## src/rtl/remote_msg_receiver.sv

```systemverilog
// Receive side of the interboard move/turn link: queues peer messages and replays them as
// serialized map cell writes, opponent hand-count updates and a turn hand-over pulse.
module remote_msg_receiver #(
    parameter int unsigned DEPTH      = 4,
    parameter logic [5:0]  EMPTY_CARD = 6'd54,
    parameter logic [6:0]  MAX_CARDS  = 7'd106
) (
    input  logic       clk,
    input  logic       rst,
    input  logic       interboard_rst,
    input  logic       interboard_en,
    input  logic [3:0] interboard_msg_type,
    input  logic       interboard_move_dir,
    input  logic [4:0] interboard_block_x,
    input  logic [2:0] interboard_block_y,
    input  logic [5:0] interboard_card,
    input  logic [2:0] interboard_sel_len,
    output logic       map_wr_en,
    output logic [4:0] map_wr_x,
    output logic [2:0] map_wr_y,
    output logic [5:0] map_wr_card,
    output logic [6:0] opp_card_cnt,
    output logic       switch_turn_remote,
    output logic       busy,
    output logic       err
);

    localparam int unsigned PtrW = $clog2(DEPTH);
    localparam int unsigned EntW = 22;
    localparam logic [PtrW:0] FullCnt = DEPTH[PtrW:0];

    localparam logic [3:0] TypeNop   = 4'd0;
    localparam logic [3:0] TypeDraw  = 4'd1;
    localparam logic [3:0] TypePlace = 4'd2;
    localparam logic [3:0] TypeClear = 4'd3;
    localparam logic [3:0] TypeTurn  = 4'd4;
    localparam logic [5:0] LastCol   = 6'd17;

    typedef enum logic [1:0] {StIdle, StLoad, StExec, StTurn} state_e;

    logic clr;
    assign clr = rst | interboard_rst;

    // Message FIFO
    logic [EntW-1:0] mem_q [DEPTH];
    logic [PtrW-1:0] wptr_q, rptr_q;
    logic [PtrW:0]   fcnt_q, fcnt_d;
    logic            full, empty, msg_valid, push, pop, overflow;
    logic [EntW-1:0] head, entry;

    state_e state_q, state_d;

    assign full      = (fcnt_q == FullCnt);
    assign empty     = (fcnt_q == '0);
    assign pop       = (state_q == StIdle) && !empty;
    assign msg_valid = interboard_en && (interboard_msg_type != TypeNop);
    // A full FIFO still accepts when the head leaves in the same cycle.
    assign push      = msg_valid && (!full || pop);
    assign overflow  = msg_valid && full && !pop;
    assign head      = mem_q[rptr_q];
    assign entry     = {interboard_msg_type, interboard_move_dir, interboard_block_x,
                        interboard_block_y, interboard_card, interboard_sel_len};

    always_comb begin
        fcnt_d = fcnt_q;
        unique case ({push, pop})
            2'b10:   fcnt_d = fcnt_q + 1'b1;
            2'b01:   fcnt_d = fcnt_q - 1'b1;
            default: fcnt_d = fcnt_q;
        endcase
    end

    always_ff @(posedge clk) begin
        if (push) begin
            mem_q[wptr_q] <= entry;
        end
    end

    always_ff @(posedge clk) begin
        if (clr) begin
            wptr_q <= '0;
            rptr_q <= '0;
            fcnt_q <= '0;
        end else begin
            if (push) wptr_q <= wptr_q + 1'b1;
            if (pop)  rptr_q <= rptr_q + 1'b1;
            fcnt_q <= fcnt_d;
        end
    end

    // Command registers and execution state
    logic [3:0] cmd_type_q;
    logic       cmd_dir_q;
    logic [2:0] cmd_y_q;
    logic [5:0] cmd_card_q;
    logic [2:0] cmd_len_q;
    logic [5:0] x_q, x_d;
    logic [2:0] rem_q, rem_d;
    logic [6:0] cnt_q, cnt_d;
    logic       err_q, err_d;

    always_comb begin
        state_d            = state_q;
        x_d                = x_q;
        rem_d              = rem_q;
        cnt_d              = cnt_q;
        err_d              = err_q | overflow;
        map_wr_en          = 1'b0;
        map_wr_x           = '0;
        map_wr_y           = '0;
        map_wr_card        = '0;
        switch_turn_remote = 1'b0;

        unique case (state_q)
            StIdle: begin
                if (!empty) begin
                    x_d     = {1'b0, head[16:12]};
                    state_d = StLoad;
                end
            end
            StLoad: begin
                state_d = StIdle;
                case (cmd_type_q)
                    TypeDraw: begin
                        if (cnt_q < MAX_CARDS) cnt_d = cnt_q + 7'd1;
                    end
                    TypePlace: begin
                        rem_d   = 3'd1;
                        state_d = StExec;
                    end
                    TypeClear: begin
                        rem_d   = (cmd_len_q == 3'd0) ? 3'd1 : cmd_len_q;
                        state_d = StExec;
                    end
                    TypeTurn: state_d = StTurn;
                    default:  err_d   = 1'b1;
                endcase
            end
            StExec: begin
                // A run that walks off the right edge is cut short at the edge.
                if (x_q > LastCol) begin
                    err_d   = 1'b1;
                    state_d = StIdle;
                end else begin
                    map_wr_en   = 1'b1;
                    map_wr_x    = x_q[4:0];
                    map_wr_y    = cmd_y_q;
                    map_wr_card = (cmd_type_q == TypeClear) ? EMPTY_CARD : cmd_card_q;
                    if (cmd_type_q == TypePlace && !cmd_dir_q) begin
                        if (cnt_q == 7'd0) err_d = 1'b1;
                        else               cnt_d = cnt_q - 7'd1;
                    end
                    if (rem_q == 3'd1) begin
                        state_d = StIdle;
                    end else begin
                        rem_d = rem_q - 3'd1;
                        x_d   = x_q + 6'd1;
                    end
                end
            end
            StTurn: begin
                switch_turn_remote = 1'b1;
                state_d            = StIdle;
            end
            default: state_d = StIdle;
        endcase
    end

    always_ff @(posedge clk) begin
        if (clr) begin
            state_q    <= StIdle;
            x_q        <= '0;
            rem_q      <= '0;
            cnt_q      <= '0;
            err_q      <= 1'b0;
            cmd_type_q <= '0;
            cmd_dir_q  <= 1'b0;
            cmd_y_q    <= '0;
            cmd_card_q <= '0;
            cmd_len_q  <= '0;
        end else begin
            state_q <= state_d;
            x_q     <= x_d;
            rem_q   <= rem_d;
            cnt_q   <= cnt_d;
            err_q   <= err_d;
            if (pop) begin
                cmd_type_q <= head[21:18];
                cmd_dir_q  <= head[17];
                cmd_y_q    <= head[11:9];
                cmd_card_q <= head[8:3];
                cmd_len_q  <= head[2:0];
            end
        end
    end

    assign opp_card_cnt = cnt_q;
    assign err          = err_q;
    assign busy         = !empty || (state_q != StIdle);

endmodule
```

## config.mk

```make
export PLATFORM = sky130hd
export DESIGN_NAME = remote_msg_receiver
export DESIGN_NICKNAME = d
export VERILOG_FILES = /design/src/rtl/remote_msg_receiver.sv
export SDC_FILE = /design/constraint.sdc
export NUM_CORES = 1
export LEC_CHECK = 0
export ABC_CLOCK_PERIOD_IN_PS = 2700
export CAP_MARGIN = 20
export CORE_UTILIZATION = 30
export DETAILED_ROUTE_END_ITERATION = 8
export HOLD_SLACK_MARGIN = 0.08
export SYNTH_ARGS = -nofsm -noshare
export SYNTH_HDL_FRONTEND = slang
export SYNTH_SLANG_ARGS = --single-unit
export TNS_END_PERCENT = 1
```

## constraint.sdc

```tcl
create_clock -name clk -period 2.7 [get_ports clk]
set_clock_uncertainty 0.1 [all_clocks]
set_input_delay 0.81 -clock clk [delete_from_list [all_inputs] [get_ports clk]]
set_output_delay 0.81 -clock clk [all_outputs]
set_load 0.03 [all_outputs]
```

==> metrics.md <==
| Metric | Value |
|---|---|
| Effective utilization at floorplan | between 30% and 40% |
| PwrDens | approximately 670 nW/um^2 |
| Delay-heaviest family, CP | simple AND/OR/NAND/NOR gates |
| Area grow syn2layout | 29.9% |
| Post-synth EDFFs | roughly 90 |
| Vias in the first global route | about 4000 |
| Crit end category | output pin |
| Port buffer count | 50 |
| Worst IR drop on VDD | between 0.5 and 0.6 mV |
| CP Capture Point | map_wr_card[0] |
| Crit path time final | slightly below 3 ns |
| Core area | ~19000 um^2 |
| Reg2Reg Depth | 11 |
| First-pass GRT wire length | roughly 21000 um |
| Reg clk slew, reported paths | ~0.06 ns |
| Internal power | 3.84 mW |
| Synthesized Nets | 498 |
| Die Area | roughly 20000 um^2 |
| Avg Cell Area, Syn | 13.0 um^2 |
| Hold Path Class | flop to flop |
| Yosys warning count | 0 |
| First drt pass iteration count | 4 |
| CTS tree | done |
| CTS root buf | clkbuf_16 |
| Max Slew Vio Count | 0 |
| Ranking of synthesized cells by area | edfxtp_1, dfxtp_1, mux4_2 |
| # hold bufs at CTS | 0 |
| Slew headroom | 59.2% |
| Post-route ant nets | 0 |
| Yosys top cell by area | edfxtp_1 |
| Fmax achieved | about 0.35 GHz |
| Seq/Total Area, Yosys | 60.5% |
| # setup viols final | 15 |
| Top post-synthesis cells by count | edfxtp_1, nand2_1, dfxtp_1, a21oi_1, nor2_1 |
| Sequence of cells on the critical path | inv_2 > ha_1 > nor2_1 > o31a_1 > nor3_2 > buf_6 > and3_4 > buf_6 |
| Slowest stage delay, CP | about 0.34 ns |
| Fin worst setup slack | -0.194 ns |
| RSZ-0062 raised after global routing | yes |
| Cell repeated most along the worst path | buf_6 |
| Top-count cell post-synth | edfxtp_1 |
| Count of different cell masters after synthesis | 62 |
| Crit path max fanout | 13 |
| Residual DRC | 0 |
| Maxcap violations | 0 |
| Row cnt | 50 |
| Via count | between 3000 and 4000 |
| Placer congestion estimate | between 0.8 and 0.9 |
| R2r startpoint | state_q[1]$_SDFFE_PP0P_ |
| Syn Std Cell Area | a little under 6000 um^2 |
| Clock buffer count from CTS | 17 |
| Synth top area share | a little under half |
| WS Path Type | flop to output pin |
| Antenna Cells | 0 |
| Reg power frac | 44.6% |
| Gr usage total | 13.8% |
| H-tree depth | 4 |
| Clk pwr share | between 40% and 50% |
| Vias per cell | about 4.8 |
| Largest net degree at the start of global routing | 26 |
| Crit path from | x_q[1]$_SDFFE_PP0P_ |
| Yosys reg bits | roughly 130 |
| CP max stage cell | dfxtp_1 |
| Worst setup SP type | flop |
| HPWL after detailed placement | roughly 9000 um |
| Post-Syn Instances | between 400 and 500 |
| Chip Width | around 140 um |
| Switching power | about 1.3 mW |
| # IOs | 51 |
| Iteration-0 DRC Markers | 256 |
| WP depth | 8 |
| Part of the cycle the worst path needs | 107% |
| Initial antenna violation count | 0 |
| Status | complete, but fails checks |
| CP bufs+invs | 3 |
| R2r setup slk | 0.15 ns |
| Die Span Y | roughly 140 um |
| Layout cell share with drive strength beyond 1 | 26.9% |
| Worst EP required | approximately 1.8 ns |
| Clk buf depth | 2 |
| Most used DFF post-synth | edfxtp_1 |
| Nets@finish | 581 |
| Arrival time at the worst endpoint | a little under 2 ns |
| Worst-skew pair later-pin latency | 0.43 ns |
| Design Power | 5.10 mW |
| Combinational group share of total power | 9.0% |
| Worst Max-Slew Pin Slew | approximately 0.6 ns |
| GR Overflow Total | 0 |
| Final hold viol count | 0 |
| Failing checks | setup timing |
| Leakage power total | approximately 2.6 nW |
| WHS | 0.360 ns |
| Drt total wl | around 13000 um |
| Post-DR wirelength/cell | about 16 um |
| Asr flop ratio synth | 0% |
| RR Endpoint | fcnt_q[2]$_SDFFE_PP0P_ |
| Switching Fraction | 24.7% |
| Clock sink total | about 130 |
cells by family (layout without fill, tap and decap cells):
family	after synthesis	count (layout)	synth area share (%)
AOI/OAI and AO/OA	90	90	10.6
xor gates and xnor gates	9	9	1.35
adders and majority gates	21	21	4.74
buffers and inverters	40	136	2.63
DFF	133	133	60.5
muxes	26	26	9.16
and+or+nand+nor	132	132	11.1
cell type report:
class	count	area, um^2
timing repair buffer	87	818
fill	1822	11300
sequential	133	3550
tap	260	325
multi-input combinational	278	2250
inverter	17	63.8
clock buffer	17	425
clock inverter	15	183
worst min path at each step:
stage                     cells after the start                         end                       start
after floorplan                               2     cmd_y_q[0]$_SDFFE_PP0P_     cmd_y_q[0]$_SDFFE_PP0P_
after global placement                        2  cmd_card_q[0]$_SDFFE_PP0P_  cmd_card_q[0]$_SDFFE_PP0P_
after detailed placement                      2  cmd_card_q[5]$_SDFFE_PP0P_  cmd_card_q[5]$_SDFFE_PP0P_
after CTS                                     2  cmd_card_q[1]$_SDFFE_PP0P_  cmd_card_q[1]$_SDFFE_PP0P_
after global routing                          2     cmd_y_q[1]$_SDFFE_PP0P_     cmd_y_q[1]$_SDFFE_PP0P_
final                                         2  cmd_card_q[1]$_SDFFE_PP0P_  cmd_card_q[1]$_SDFFE_PP0P_
placed cells by master (no fill, tap or decap), types with 7 or more instances in the layout:
master,synthesis,routed
o21ai_0,12,12
inv_6,0,7
clkbuf_16,0,17
nand2_1,57,57
clkdlybuf4s50_1,0,29
a21oi_1,34,34
buf_6,0,13
inv_1,17,12
nor2_1,23,23
mux4_2,22,22
dfxtp_1,45,42
buf_4,0,37
edfxtp_1,88,88
ha_1,19,17
flip-flops by register name, summed over array words and instances, names as in the netlist, named ones only:
name,flops
cmd_card_q,6
cmd_dir_q,1
cmd_len_q,3
cmd_type_q,4
cmd_y_q,3
err,1
fcnt_q,3
mem_q,88
opp_card_cnt,7
rem_q,3
rptr_q,2
state_q,2
wptr_q,2
x_q,6
layer usage:
metal  vias to the layer above  part of all wire (%)  wire length (um)  GRT usage [%]
met5                         -                     0                 0              0
met4                         0                   1.7               211           5.49
met3                        19                   4.4               559           3.58
met2                        91                    49              6110           22.4
met1                      1915                    45              5720           17.6
li1                       1874                     -                 -              -
power by group through the flow:
stage	combinational (mW)	sequential, mW	clock [mW]
after floorplan	0.285	2.30	0
after global placement	0.448	2.31	0
after detailed placement	0.460	2.31	0
after CTS	0.460	2.27	2.41
after global routing	0.507	2.28	2.49
final	0.459	2.27	2.37
metrics by stage:
| step | setup TNS (ns) | instances | utilization [%] | setup WS, ns | instance area (um^2) |
|---|---|---|---|---|---|
| 6_report | -1.98 | 807 | 40.3 | -0.194 | 7610 |
| 4_1_cts | -2.49 | 807 | 40.1 | -0.216 | 7580 |
| 3_3_place_gp | -8.92 | 774 | 36.5 | -0.486 | 6900 |
| 5_1_grt | -3.52 | 807 | 40.3 | -0.282 | 7610 |
| 2_1_floorplan | -0.250 | 451 | - | -0.0463 | 5920 |
| 3_5_place_dp | -11.15 | 774 | 36.5 | -0.550 | 6900 |
tightest hold or removal path, stage by stage (launching register included):
cell and delay, ns:
dfxtp_1 0.31, nand2_1 0.05, a21oi_1 0.05
timing repair:
action                     in CTS  in global routing
setup endpoints to repair      17                 20
hold endpoints to repair        0                  0
pin swaps                       1                  1
resized for setup              22                  8
buffers inserted                1                  0
No activity file was read; power rests on OpenSTA's default activity.
